[src/rtl/rotation_bbox_calc.sv]
// rtl/rotation_bbox_calc.sv - bounding box and output size of the rotated 64x64 image
// Walks the upstream corner mux through all eight coordinates and reduces them to min/max per axis.
module rotation_bbox_calc #(
    parameter int WARMUP  = 12,
    parameter int SEL_LAT = 2,
    parameter int DIM_W   = 8
) (
    input  logic                    clk,
    input  logic                    reset,
    input  logic                    start,
    output logic [2:0]              selection,
    input  logic signed [32:0]      selected_value,
    output logic                    busy,
    output logic                    done,
    output logic signed [32:0]      xmin,
    output logic signed [32:0]      xmax,
    output logic signed [32:0]      ymin,
    output logic signed [32:0]      ymax,
    output logic [DIM_W-1:0]        out_width,
    output logic [DIM_W-1:0]        out_height
);

    localparam int WCW = $clog2(WARMUP + 1);
    localparam int SCW = $clog2(SEL_LAT + 1);
    localparam logic [14:0] DIM_MAX = 15'((2 ** DIM_W) - 1);

    typedef enum logic [2:0] {
        S_IDLE, S_WARM, S_WAIT, S_CAPT, S_CALC, S_DONE
    } state_t;

    state_t                 r_state, w_next;
    logic [WCW-1:0]         r_warm_cnt;
    logic [SCW-1:0]         r_wait_cnt;
    logic [2:0]             r_sel;
    logic                   r_busy, r_done;
    logic signed [32:0]     r_xmin, r_xmax, r_ymin, r_ymax;
    logic [DIM_W-1:0]       r_width, r_height;
    logic [DIM_W-1:0]       w_dim_x, w_dim_y;
    logic                   w_warm_last, w_wait_last;

    // ceil(max - min) + 1 in whole pixels, saturated to the output width
    function automatic logic [DIM_W-1:0] dim_of(input logic signed [32:0] mx,
                                                input logic signed [32:0] mn);
        logic signed [33:0] span;
        logic [14:0]        full;
        span = {mx[32], mx} - {mn[32], mn};
        full = {1'b0, span[33:20]} + {14'd0, |span[19:0]} + 15'd1;
        if (full > DIM_MAX) dim_of = '1;
        else                dim_of = full[DIM_W-1:0];
    endfunction

    assign w_warm_last = (r_warm_cnt == WCW'(WARMUP - 1));
    assign w_wait_last = (r_wait_cnt == SCW'(SEL_LAT - 1));
    assign w_dim_x     = dim_of(r_xmax, r_xmin);
    assign w_dim_y     = dim_of(r_ymax, r_ymin);

    always_ff @(posedge clk or posedge reset) begin
        if (reset) r_state <= S_IDLE;
        else       r_state <= w_next;
    end

    always_comb begin
        w_next = r_state;
        case (r_state)
            S_IDLE:  if (start) w_next = S_WARM;
            S_WARM:  if (w_warm_last) w_next = S_WAIT;
            S_WAIT:  if (w_wait_last) w_next = S_CAPT;
            S_CAPT:  w_next = (r_sel == 3'd7) ? S_CALC : S_WAIT;
            S_CALC:  w_next = S_DONE;
            S_DONE:  w_next = S_IDLE;
            default: w_next = S_IDLE;
        endcase
    end

    always_ff @(posedge clk or posedge reset) begin
        if (reset) begin
            r_warm_cnt <= '0;
            r_wait_cnt <= '0;
            r_sel      <= 3'd0;
            r_busy     <= 1'b0;
            r_done     <= 1'b0;
            r_xmin     <= '0;
            r_xmax     <= '0;
            r_ymin     <= '0;
            r_ymax     <= '0;
            r_width    <= '0;
            r_height   <= '0;
        end else begin
            r_done <= 1'b0;
            case (r_state)
                S_IDLE: begin
                    if (start) begin
                        r_warm_cnt <= '0;
                        r_busy     <= 1'b1;
                    end
                end
                S_WARM: begin
                    if (w_warm_last) begin
                        r_sel      <= 3'd0;
                        r_wait_cnt <= '0;
                    end else begin
                        r_warm_cnt <= r_warm_cnt + 1'b1;
                    end
                end
                S_WAIT: r_wait_cnt <= r_wait_cnt + 1'b1;
                S_CAPT: begin
                    // index 0/4 seeds the axis; later samples replace only on strict improvement
                    if (!r_sel[2]) begin
                        if (r_sel[1:0] == 2'd0 || selected_value < r_xmin) r_xmin <= selected_value;
                        if (r_sel[1:0] == 2'd0 || selected_value > r_xmax) r_xmax <= selected_value;
                    end else begin
                        if (r_sel[1:0] == 2'd0 || selected_value < r_ymin) r_ymin <= selected_value;
                        if (r_sel[1:0] == 2'd0 || selected_value > r_ymax) r_ymax <= selected_value;
                    end
                    r_wait_cnt <= '0;
                    if (r_sel != 3'd7) r_sel <= r_sel + 3'd1;
                end
                S_CALC: begin
                    r_width  <= w_dim_x;
                    r_height <= w_dim_y;
                end
                S_DONE: begin
                    r_done <= 1'b1;
                    r_busy <= 1'b0;
                    r_sel  <= 3'd0;
                end
                default: ;
            endcase
        end
    end

    assign selection  = r_sel;
    assign busy       = r_busy;
    assign done       = r_done;
    assign xmin       = r_xmin;
    assign xmax       = r_xmax;
    assign ymin       = r_ymin;
    assign ymax       = r_ymax;
    assign out_width  = r_width;
    assign out_height = r_height;

endmodule
[config.mk]
export PLATFORM = sky130hd
export DESIGN_NAME = rotation_bbox_calc
export DESIGN_NICKNAME = d
export VERILOG_FILES = /design/src/rtl/rotation_bbox_calc.sv
export SDC_FILE = /design/constraint.sdc
export NUM_CORES = 1
export LEC_CHECK = 0
export ABC_AREA = 1
export CAP_MARGIN = 40
export CORE_MARGIN = 3
export CORE_UTILIZATION = 59
export CTS_BUF_LIST = sky130_fd_sc_hd__clkbuf_4 sky130_fd_sc_hd__clkbuf_8 sky130_fd_sc_hd__clkbuf_16
export DETAILED_ROUTE_END_ITERATION = 6
export DONT_BUFFER_PORTS = 1
export PLACE_DENSITY = 0.84
export SYNTH_ARGS = -nofsm -noshare
export SYNTH_HDL_FRONTEND = slang
export SYNTH_SLANG_ARGS = --single-unit
[constraint.sdc]
create_clock -name clk -period 8.7 [get_ports clk]
set_clock_uncertainty 0.2 [all_clocks]
set_input_delay 0.87 -clock clk [delete_from_list [all_inputs] [get_ports clk]]
set_output_delay 0.87 -clock clk [all_outputs]
set_load 0.03 [all_outputs]
Yosys cells after proc, flatten, opt, wreduce, memory -nomap -nowiden:

Cells that the tools add are included.

* register bits after elaboration: 162
* output and inout bits: 153
* logic and storage cells: 81

* bitwise gates (word level): 1
* equality and inequality tests: 14
* reductions and logical operators: 21
* mux-type cells: 18
* magnitude comparators: 6
* $add $sub $neg: 9

Operator list (number)
* subtractor 33 x 33 -> 34 bit: 2
* greater-than comparator 33 bit: 2
* less-than comparator 33 bit: 2
* OR reduction 20 bit: 2
* adder 14 x 1 -> 15 bit: 2
* adder 15 x 1 -> 15 bit (second input constant): 2
* greater-than comparator 15 x 8 -> 1 bit (second input constant): 2
* AND reduction 3 bit: 7
* 2-to-1 mux 3 bit: 6
* 2-to-1 mux 8 bit: 2
* case mux 3 bit (5 select lines): 1
* != test 2 bit (second input constant): 5
* == test 3 bit (second input constant): 3
* case mux 3 bit (3 select lines): 1
* 2-to-1 mux 4 bit: 2
* case mux 4 bit (2 select lines): 1
* == test 3 x 2 -> 1 bit (second input constant): 2
* case mux 2 bit (3 select lines): 1
* nonzero test 3 bit: 2
* adder 4 x 1 -> 4 bit (second input constant): 1
* == test 4 bit (second input constant): 1
* logical OR 1 bit: 4
* AND reduction 2 bit: 2
* nonzero test 2 bit: 2
* 11 further kinds: 12

Logic depth before layout (Yosys ltp):

Gate-level depths: netlist of the first run.

* depth in word-level cells: 6
* mapped depth: 30
* mapped depth without buffers: 30

Worst setup path after synthesis of the first run:

Ideal clock, no wire load.

* path kind: reg-to-reg
* start point: register r_xmax[0] (netlist: xmax[0])
* end point: register r_width[0] (netlist: out_width[0])
* period minus slack after synthesis: 3792 ps
* slack: 4908 ps
* buffers on the path: 0
* stages on the path, launching flop included: 30
* required time: 8387 ps
* arrival time: 3479 ps
* cell sequence: dfrtp_1 > inv_1 > ha_1 > fa_1 > inv_1 > nand3_1 > nand2_1 > nand2_1 > nand2_1 > nand2_1 > nand2_1 > inv_1 > nand2_1 > o2111ai_1 > a211oi_1 > nand3_1 > nor2_1 > ha_1 > inv_1 > ha_1 > nand3_1 > inv_2 > nand2_2 > nand3_1 > nor2_1 > nor2_1 > nor2_4 > nand3_1 > nand2_1 > inv_1

* word-level cells in the longest chain between the ends: 6

Ends and longest elaborated chain
* from (decl): RTL line 36 `logic signed [32:0] r_xmin, r_xmax, r_ymin, r_ymax;`
* from (signal assigned): RTL line 110 `if (r_sel[1:0] == 2'd0 || selected_value > r_xmax) r_xmax <= selected_value;`
* subtractor 33 x 33 -> 34 bit *: RTL line 46 `span = {mx[32], mx} - {mn[32], mn};`
* OR reduction 20 bit: RTL line 47 `full = {1'b0, span[33:20]} + {14'd0, |span[19:0]} + 15'd1;`
* adder 14 x 1 -> 15 bit *: RTL line 47
* adder 15 x 1 -> 15 bit *: RTL line 47
* greater-than comparator 15 x 8 -> 1 bit: RTL line 48 `if (full > DIM_MAX) dim_of = '1;`
* 2-to-1 mux 8 bit *: RTL line 48
* to (signal assigned): RTL line 119 `r_width <= w_dim_x;`
* to (decl): RTL line 37 `logic [DIM_W-1:0] r_width, r_height;`

Mark *: on every way between the ends. The rest lies on a longest branch, timed or not.
A chain may end at the register's enable or synchronous reset.

Final worst setup path of the first run:

* start point: register r_xmin[32] (netlist: xmin[32])
* end point: register r_xmin[0] (netlist: xmin[0])

* word-level cells in the longest chain between the ends: 3

Ends and longest elaborated chain
* from (decl): RTL line 36
* from (signal assigned): RTL line 109 `if (r_sel[1:0] == 2'd0 || selected_value < r_xmin) r_xmin <= selected_value;`
* less-than comparator 33 bit: RTL line 109
* logical OR 1 bit: RTL line 109
* AND reduction 3 bit (no source line)

No other way between the ends.

==> results of run 1 <==
-- final cells by class --
class / instances / area (sq um) / area share (%)
clock buffer: 20 / 460 / 2.71
clock inverter: 12 / 146 / 0.863
timing repair buffer: 14 / 208 / 1.22
multi-input combinational: 1811 / 10100 / 59.3
inverter: 431 / 1620 / 9.57
tap: 335 / 419 / 2.47
sequential: 162 / 4050 / 23.9
-- placed cells by master (no fill, tap or decap), drive strengths merged --
| cell type | netlist | layout |
|---|---|---|
| dfrtp | 162 | 162 |
| nand3 | 205 | 205 |
| a21o | 2 | 2 |
| o22ai | 5 | 5 |
| a31o | 4 | 4 |
| clkbuf | 21 | 20 |
| xor2 | 18 | 18 |
| nand3b | 7 | 7 |
| a21boi | 1 | 1 |
| and3 | 3 | 3 |
| nor4 | 14 | 14 |
| xnor2 | 11 | 11 |
| clkinv | 3 | 6 |
| fa | 2 | 2 |
| ha | 205 | 205 |
| a31oi | 7 | 7 |
| o21ai | 41 | 41 |
| nand2 | 812 | 812 |
| a21oi | 147 | 147 |
| o21a | 8 | 8 |
| inv | 428 | 432 |
| clkinvlp | 0 | 3 |
| or2 | 12 | 12 |
| o31ai | 3 | 3 |
| bufinv | 0 | 2 |
| nor2 | 209 | 209 |
| a22o | 1 | 1 |
| nand4 | 52 | 52 |
| buf | 17 | 13 |
| dlygate4sd3 | 0 | 1 |
| o21bai | 8 | 8 |
| o221ai | 4 | 4 |
| a211oi | 4 | 4 |
| and2 | 1 | 1 |
| nor3 | 14 | 14 |
| o211ai | 8 | 8 |
| o2111ai | 1 | 1 |
| a221oi | 2 | 2 |
-- through the flow --
stage               hold slack (ns)  instances  instance area (sq um)
detailed placement            0.307       2752                  16300
floorplan                     0.264       2442                  15900
CTS                           0.319       2785                  17000
global route                  0.345       2785                  17000
global placement              0.292       2745                  16200
finish                        0.314       2785                  17000
-- registers in the layout, summed over array words and instances, names as in the netlist --
signal / count
r_state: 3
out_height: 8
r_wait_cnt: 2
ymax: 33
busy: 1
xmax: 33
done: 1
selection: 3
xmin: 33
ymin: 33
r_warm_cnt: 4
out_width: 8
-- logic make-up after synthesis --
kind of cell,Yosys count,share of synthesized area [%]
simple gates,1329,36.3
compound gates,246,8.88
buf+inv,469,11.2
flops,162,25.5
fa+ha+maj,207,16.4
xor+xnor,29,1.60
-- worst max path at each step --
stage	startpoint	to	depth (start not counted)
finish	xmin[32]	xmin[0]	15
CTS	xmin[32]	xmin[0]	15
global placement	selected_value[32]	ymax[0]	12
detailed placement	selected_value[32]	xmin[0]	14
global route	xmax[0]	out_width[6]	29
floorplan	reset	busy	1
-- layer usage --
metal | global-route usage (%) | vias to the layer above
met5 | 0 | -
met4 | 14.7 | 2
met3 | 7.48 | 153
met2 | 59.5 | 707
met1 | 42.8 | 7519
li1 | - | 7789
-- critical path, cell delays in order (launching register included) --
cell	delay (ns)
dfrtp_1	0.65
inv_1	0.17
ha_1	0.39
nand4_1	0.11
inv_1	0.09
nand2_1	0.10
nor4_1	0.58
nand4_1	0.48
nand4_1	0.23
nand2_1	0.08
nand2_1	0.05
buf_4	0.35
nand2_1	0.52
buf_8	0.34
nand2_1	0.07
o21ai_0	0.08
-- timing repair --
| item | 4_1_cts | 5_1_grt |
|---|---|---|
| hold buffers | 1 | 0 |
| buffers inserted | 0 | 0 |
| endpoints found under the hold margin | 13 | 0 |
==> flow_metrics.env, run 1 <==
export IMPL_rsz0062_at_grt="no"
export IMPL_drc_errors=0
export IMPL_syn_avg_cell_area_sq_um=6.50
export IMPL_route_met3_wl_mm=4.28
export IMPL_cts_resized=0
export IMPL_min_period_ns=4.61
export IMPL_maxCapViolations=0
export IMPL_vias=16200
export IMPL_wl_per_cell_um=18.4
export IMPL_async_reset_ff_share_pct=100
export IMPL_setup_tns_ns=0
export IMPL_coreArea_sq_mm=0.0263
export IMPL_port_buffers=0
export IMPL_ys_types=49
export IMPL_fin_nets=2680
export IMPL_die_x_um=170
export IMPL_path_clk_slew_ns=0.07
export IMPL_finalSetupViolCount=0
export IMPL_hold_depth=1
export IMPL_vias_per_cell=5.81
export IMPL_num_io_pins=189
export IMPL_worst_pin_slew_ns=0.743
export IMPL_cts_sinks=162
export IMPL_reg2reg_to="xmin[0]"
export IMPL_syn_area_sq_mm=0.0159
export IMPL_wl_mm=51.3
export IMPL_hold_class="register to register"
export IMPL_yosys_cell_count_top_type="nand2_1"
export IMPL_cp_start_kind="register"
export IMPL_utilization_pct=64.5
export IMPL_slew_viol_final=0
export IMPL_period_share_pct=53.0
export IMPL_cts_max_level=4
export IMPL_die_h_um=170
export IMPL_reg2reg_slack_ns=4.09
export IMPL_syn_nets=2685
export IMPL_cts_tree="built"
export IMPL_cts_buffers=17
export IMPL_syn_inst=2442
export IMPL_synth_seq_cells=162
export IMPL_clk_latency_ns=0.44
export IMPL_worstHoldEndpoint="r_wait_cnt[0]"
export IMPL_hold_violations=0
export IMPL_setup_ws_ns=4.09
export IMPL_nFillCells=2415
export IMPL_yosysTopAreaCell="dfrtp_1"
export IMPL_grt_pass1_vias=15800
export IMPL_worstSetupPathType="register to register"
export IMPL_routed_top_layer="met5"
export IMPL_grt_usage_pct=34.8
export IMPL_area_growth_pct=6.86
export IMPL_dp_slack_ns=4.31
export IMPL_grt_pass1_wl_mm=80.0
export IMPL_gp_congestion=0.991
export IMPL_drt_met1_wl_mm=20.5
export IMPL_outcome="completed"
export IMPL_overflow=0
export IMPL_end_kind="register"
export IMPL_ys_seq_area_share_pct=25.5
export IMPL_diodes=0
export IMPL_drtPass1Iterations=7
export IMPL_hpwl_mm=41.3
export IMPL_first_iter_violations=1555
export IMPL_ctsLongestPathBuffers=2
export IMPL_start_util_pct=60.4
export IMPL_dieArea_sq_mm=0.0289
export IMPL_yosys_warnings=0
export IMPL_antenna_found_initial=1
export IMPL_synth_top_area_share_pct=25.5
export IMPL_synth_area_leaders="dfrtp_1, nand2_1, ha_1, inv_1, nand3_1"
export IMPL_grt_start_max_net_pins=97
export IMPL_rows=59
export IMPL_r2r_cells=15
export IMPL_route_met2_wl_mm=24.2
export IMPL_synth_commonest_cells="nand2_1, inv_1, ha_1, nand3_1, nor2_1"
export IMPL_cp_arrival_ns=4.72
export IMPL_ant_nets=0
export IMPL_cp_max_fo=33
export IMPL_synth_enable_flop_cells=0
export IMPL_critPathRequiredTime_ns=8.81
export IMPL_post_route_cells_drive_above_1_share_pct=6.37
export IMPL_ys_flop_type="dfrtp_1"
export IMPL_hold_path_startpoint="r_wait_cnt[0]"
export IMPL_reg2reg_from="xmin[32]"
export IMPL_cts_root_buf="clkbuf_16"
export IMPL_max_freq_mhz=217
export IMPL_relSlewSlack_pct=50.0
Power of run 1 is not shown: default switching activity piles up to over one toggle a cycle in this logic, so the estimate is an artifact.
==> run 2, diff against run 1 <==
PLACE_DENSITY = 0.87   (was 0.84)
clock period = 4.1 ns   (was 8.7 ns; I/O delays follow)
==> run 2 against run 1 <==
Utilization is 5.5 points higher. Final area is 8.6% higher. Clock-buffer cell count decreased by 3. Critical path type unchanged. Critical endpoint is now out_width[6]. Largest cell class unchanged.
==> flow_metrics.env, run 2 (synthesis results as in run 1) <==
export IMPL_critPathRequiredTime_ns=4.25
export IMPL_maxCapViolations=0
export IMPL_end_kind="register"
export IMPL_outcome="completed"
export IMPL_cp_arrival_ns=4.15
export IMPL_antenna_found_initial=1
export IMPL_start_util_pct=60.4
export IMPL_grt_pass1_vias=16800
export IMPL_ant_nets=0
export IMPL_reg2reg_slack_ns=0.10
export IMPL_post_dp_cell_area_sq_mm=0.0169
export IMPL_cts_max_level=4
export IMPL_finalSetupViolCount=0
export IMPL_reg2reg_to="out_width[6]"
export IMPL_relSlewSlack_pct=35.5
export IMPL_reg2reg_from="xmax[0]"
export IMPL_drt_met1_wl_mm=21.6
export IMPL_num_io_pins=189
export IMPL_port_buffers=0
export IMPL_die_x_um=170
export IMPL_mostFrequentLayoutCell="nand2_1"
export IMPL_vias_per_cell=6.03
export IMPL_critPathMaxStageDelay_ns=0.38
export IMPL_slew_viol_final=0
export IMPL_post_route_cells_drive_above_1_share_pct=13.9
export IMPL_dieArea_sq_mm=0.0289
export IMPL_wl_mm=57.9
export IMPL_cts_tree="built"
export IMPL_worstSetupPathType="register to register"
export IMPL_slowest_stage="fa_2"
export IMPL_vias=17500
export IMPL_grt_start_max_net_pins=104
export IMPL_gp_congestion=1.03
export IMPL_cts_root_buf="clkbuf_16"
export IMPL_worst_pin_slew_ns=0.967
export IMPL_max_freq_mhz=250
export IMPL_route_met3_wl_mm=7.26
export IMPL_drc_errors=0
export IMPL_coreArea_sq_mm=0.0263
export IMPL_routed_top_layer="met5"
export IMPL_first_iter_violations=2152
export IMPL_diodes=0
export IMPL_rows=59
export IMPL_hold_class="input pin to register"
export IMPL_hold_violations=0
export IMPL_cts_buffers=17
export IMPL_critical_path_buf_inv_count=5
export IMPL_wl_per_cell_um=19.9
export IMPL_nFillCells=2150
export IMPL_worstHoldEndpoint="xmin[17]"
export IMPL_fin_nets=2806
export IMPL_area_growth_pct=16.0
export IMPL_whs_ns=0.0122
export IMPL_grt_usage_pct=39.1
export IMPL_drtPass1Iterations=6
export IMPL_ctsLongestPathBuffers=2
export IMPL_period_share_pct=97.5
export IMPL_design_area_sq_mm=0.0184
export IMPL_cp_max_fo=8
export IMPL_crit_family="simple AND/OR/NAND/NOR gates"
export IMPL_die_h_um=170
export IMPL_setup_ws_ns=0.101
export IMPL_cp_start_kind="register"
export IMPL_route_met2_wl_mm=26.0
export IMPL_hpwl_mm=42.1
export IMPL_clk_latency_ns=0.45
export IMPL_hold_path_startpoint="selected_value[17]"
export IMPL_path_clk_slew_ns=0.07
export IMPL_utilization_pct=70.1
export IMPL_overflow=0
export IMPL_hold_depth=2
export IMPL_dp_slack_ns=-0.0427
export IMPL_grt_pass1_wl_mm=88.7
export IMPL_final_cell_mix="nand2_1, inv_1, nand3_1"
export IMPL_r2r_cells=26
export IMPL_cts_sinks=162
export IMPL_min_period_ns=4.00
-- run 2: cell types whose count changed in the layout (fill, tap and decap cells not counted), moves of 6 or more --
| cell | previous run | this run |
|---|---|---|
| buf_4 | 6 | 100 |
| dlygate4sd3_1 | 1 | 35 |
| ha_1 | 205 | 172 |
| inv_1 | 419 | 396 |
| inv_2 | 8 | 31 |
| ha_2 | 0 | 18 |
| nand2_1 | 781 | 763 |
| nand3_1 | 197 | 181 |
| ha_4 | 0 | 15 |
| nand2_2 | 29 | 44 |
| nand3_2 | 7 | 22 |
| nor2_1 | 173 | 164 |
| nor2_2 | 26 | 32 |
-- run 2: per-stage QoR --
step,std cells,TNS [ns]
3_3_place_gp,2829,0
3_5_place_dp,2830,-0.164
2_1_floorplan,2442,0
5_1_grt,2910,-1.74
4_1_cts,2896,0
6_report,2910,0
-- run 2: area by class of cell --
cell class	count	area [sq um]	area share [%]
multi-input cells	1811	10500	57.2
flip-flops and latches	162	4050	22.0
clock buffers	17	425	2.31
well taps	335	419	2.28
clock inverters	14	178	0.965
repair buffers	140	1180	6.43
inverters	431	1620	8.81
-- run 2: what timing repair did --
item                       CTS  global route
cloned                       0             0
resized for setup            2           122
setup endpoints to repair    8            16
hold buffers                35             0
hold endpoints to repair   139             0
buffers inserted             0            14
pin swaps                    1            26
-- run 2: worst max path at each step --
| stage | start | end | slack (ns) | cells past startpoint |
|---|---|---|---|---|
| floorplan | xmax[0] | out_width[0] | 0.31 | 29 |
| global placement | xmin[0] | out_width[2] | 0.18 | 28 |
| detailed placement | xmin[0] | out_width[0] | -0.04 | 28 |
| CTS | xmin[0] | out_width[0] | 0.04 | 28 |
| global route | xmax[0] | out_width[5] | -0.15 | 29 |
| finish | xmax[0] | out_width[6] | 0.10 | 26 |
-- run 2: metal layers --
layer  global-route usage, %  up-vias
met4                    16.8        2
met5                       0        -
met3                    9.97      297
met2                    63.3     1105
li1                        -     8053
met1                    49.7     8080
Power of run 2 is left out for the same reason.
==> run 3, diff against run 2 <==
SKIP_CTS_REPAIR_TIMING = 1   (was default)
SLEW_MARGIN = 10   (was default)
==> run 3 against run 2 <==
The run now ends with DRC, hold timing left. Die area unchanged. Worst setup slack improved by 0.031 ns. Sequential share of layout area increased by 0.060 points. Critical path depth unchanged. Global-route usage decreased by 2.6 points. Utilization decreased by 0.19 points. First-iteration DRC count decreased by 7.8%. Sequential cell count unchanged. Fmax increased by 0.79%. Via count decreased by 0.20%. Final area decreased by 0.27%. Critical endpoint unchanged. Highest routed layer is now met4.
==> flow_metrics.env, run 3 (synthesis results as in run 1) <==
export IMPL_crit_family="simple AND/OR/NAND/NOR gates"
export IMPL_antenna_found_initial=2
export IMPL_routed_top_layer="met4"
export IMPL_setup_ws_ns=0.132
export IMPL_grt_usage_pct=36.5
export IMPL_setup_tns_ns=0
export IMPL_dieArea_sq_mm=0.0289
export IMPL_port_buffers=0
export IMPL_cts_buffers=17
export IMPL_relSlewSlack_pct=36.6
export IMPL_post_dp_cell_area_sq_mm=0.0169
export IMPL_cp_start_kind="register"
export IMPL_fin_nets=2803
export IMPL_cp_max_fo=8
export IMPL_route_met2_wl_mm=26.2
export IMPL_first_iter_violations=1985
export IMPL_cpMostUsedCell="nand3_1"
export IMPL_ant_nets=0
export IMPL_design_area_sq_mm=0.0184
export IMPL_whs_ns=-0.00951
export IMPL_grt_pass1_vias=16500
export IMPL_path_clk_slew_ns=0.07
export IMPL_cts_max_level=4
export IMPL_violations="DRC, hold timing"
export IMPL_die_h_um=170
export IMPL_end_kind="register"
export IMPL_die_x_um=170
export IMPL_cts_sinks=162
export IMPL_worst_pin_slew_ns=0.950
export IMPL_maxCapViolations=0
export IMPL_min_period_ns=3.97
export IMPL_period_share_pct=96.8
export IMPL_mostFrequentLayoutCell="nand2_1"
export IMPL_coreArea_sq_mm=0.0263
export IMPL_max_freq_mhz=252
export IMPL_hpwl_mm=42.1
export IMPL_critPathRequiredTime_ns=4.24
export IMPL_drtPass1Iterations=7
export IMPL_wl_per_cell_um=20.1
export IMPL_slew_viol_final=0
export IMPL_outcome="finished with violations"
export IMPL_post_route_cells_drive_above_1_share_pct=13.5
export IMPL_hold_class="input pin to register"
export IMPL_vias_per_cell=6.02
export IMPL_vias=17500
export IMPL_grt_start_max_net_pins=104
export IMPL_clk_latency_ns=0.45
export IMPL_start_util_pct=60.4
export IMPL_overflow=0
export IMPL_wl_mm=58.3
export IMPL_route_met3_wl_mm=6.93
export IMPL_cts_root_buf="clkbuf_16"
export IMPL_ctsLongestPathBuffers=2
export IMPL_drt_met1_wl_mm=22.2
export IMPL_slowest_stage="fa_2"
export IMPL_rows=59
export IMPL_gp_congestion=1.03
export IMPL_cp_arrival_ns=4.11
export IMPL_grt_pass1_wl_mm=84.1
export IMPL_final_cell_mix="nand2_1, inv_1, nand3_1"
export IMPL_num_io_pins=189
export IMPL_critPathMaxStageDelay_ns=0.38
export IMPL_worstSetupPathType="register to register"
export IMPL_hold_violations=1
export IMPL_finalSetupViolCount=0
export IMPL_dp_slack_ns=-0.0427
export IMPL_cts_tree="built"
export IMPL_critical_path_buf_inv_count=5
export IMPL_nFillCells=2157
export IMPL_area_growth_pct=15.7
export IMPL_drc_errors=1
## run 3: changes by cell type in the layout (fill, tap and decap cells not counted), sizes merged
cell and change:
diode +1, buf -3
## run 3: final cells by class
| cell class | count | area, sq um | share of cell area (%) |
|---|---|---|---|
| Sequential cell | 162 | 4050 | 22.1 |
| Tap cell | 335 | 419 | 2.28 |
| Timing Repair Buffer | 137 | 1160 | 6.32 |
| Clock inverter | 14 | 178 | 0.967 |
| Multi-Input combinational cell | 1811 | 10500 | 57.2 |
| Clock buffer | 17 | 425 | 2.32 |
| Antenna cell | 1 | 2.50 | 0.0136 |
| Inverter | 431 | 1620 | 8.84 |
## run 3: per-layer routing
layer,vias to the layer above,global-route usage [%]
met2,1074,61.7
met1,8115,45.8
met3,275,7.22
li1,8038,-
met4,0,14.9
met5,-,0
## run 3: worst paths after layout
kind / depth (start not counted) / endpoint / slack (ns) / from
worst max-delay path: 26 / out_width[6] / 0.13 / xmax[0]
worst max register to register: 26 / out_width[6] / 0.13 / xmax[0]
max in group asynchronous: 3 / ymax[22] / 2.58 / reset
worst min register to register: 2 / r_wait_cnt[1] / 0.33 / r_wait_cnt[1]
min in group asynchronous: 2 / ymax[4] / 0.22 / reset
worst min-delay path: 2 / xmin[32] / -0.01 / selected_value[32]
## run 3: through the flow
stage                     hold slack (ns)  util [%]  std cells
after global placement             0.0453      64.2       2829
after global routing               0.0198      69.9       2907
after CTS                          -0.415      66.5       2861
final                            -0.00951      69.9       2908
after floorplan                     0.264         -       2442
after detailed placement           0.0479      64.2       2830
Power of run 3 is left out for the same reason.
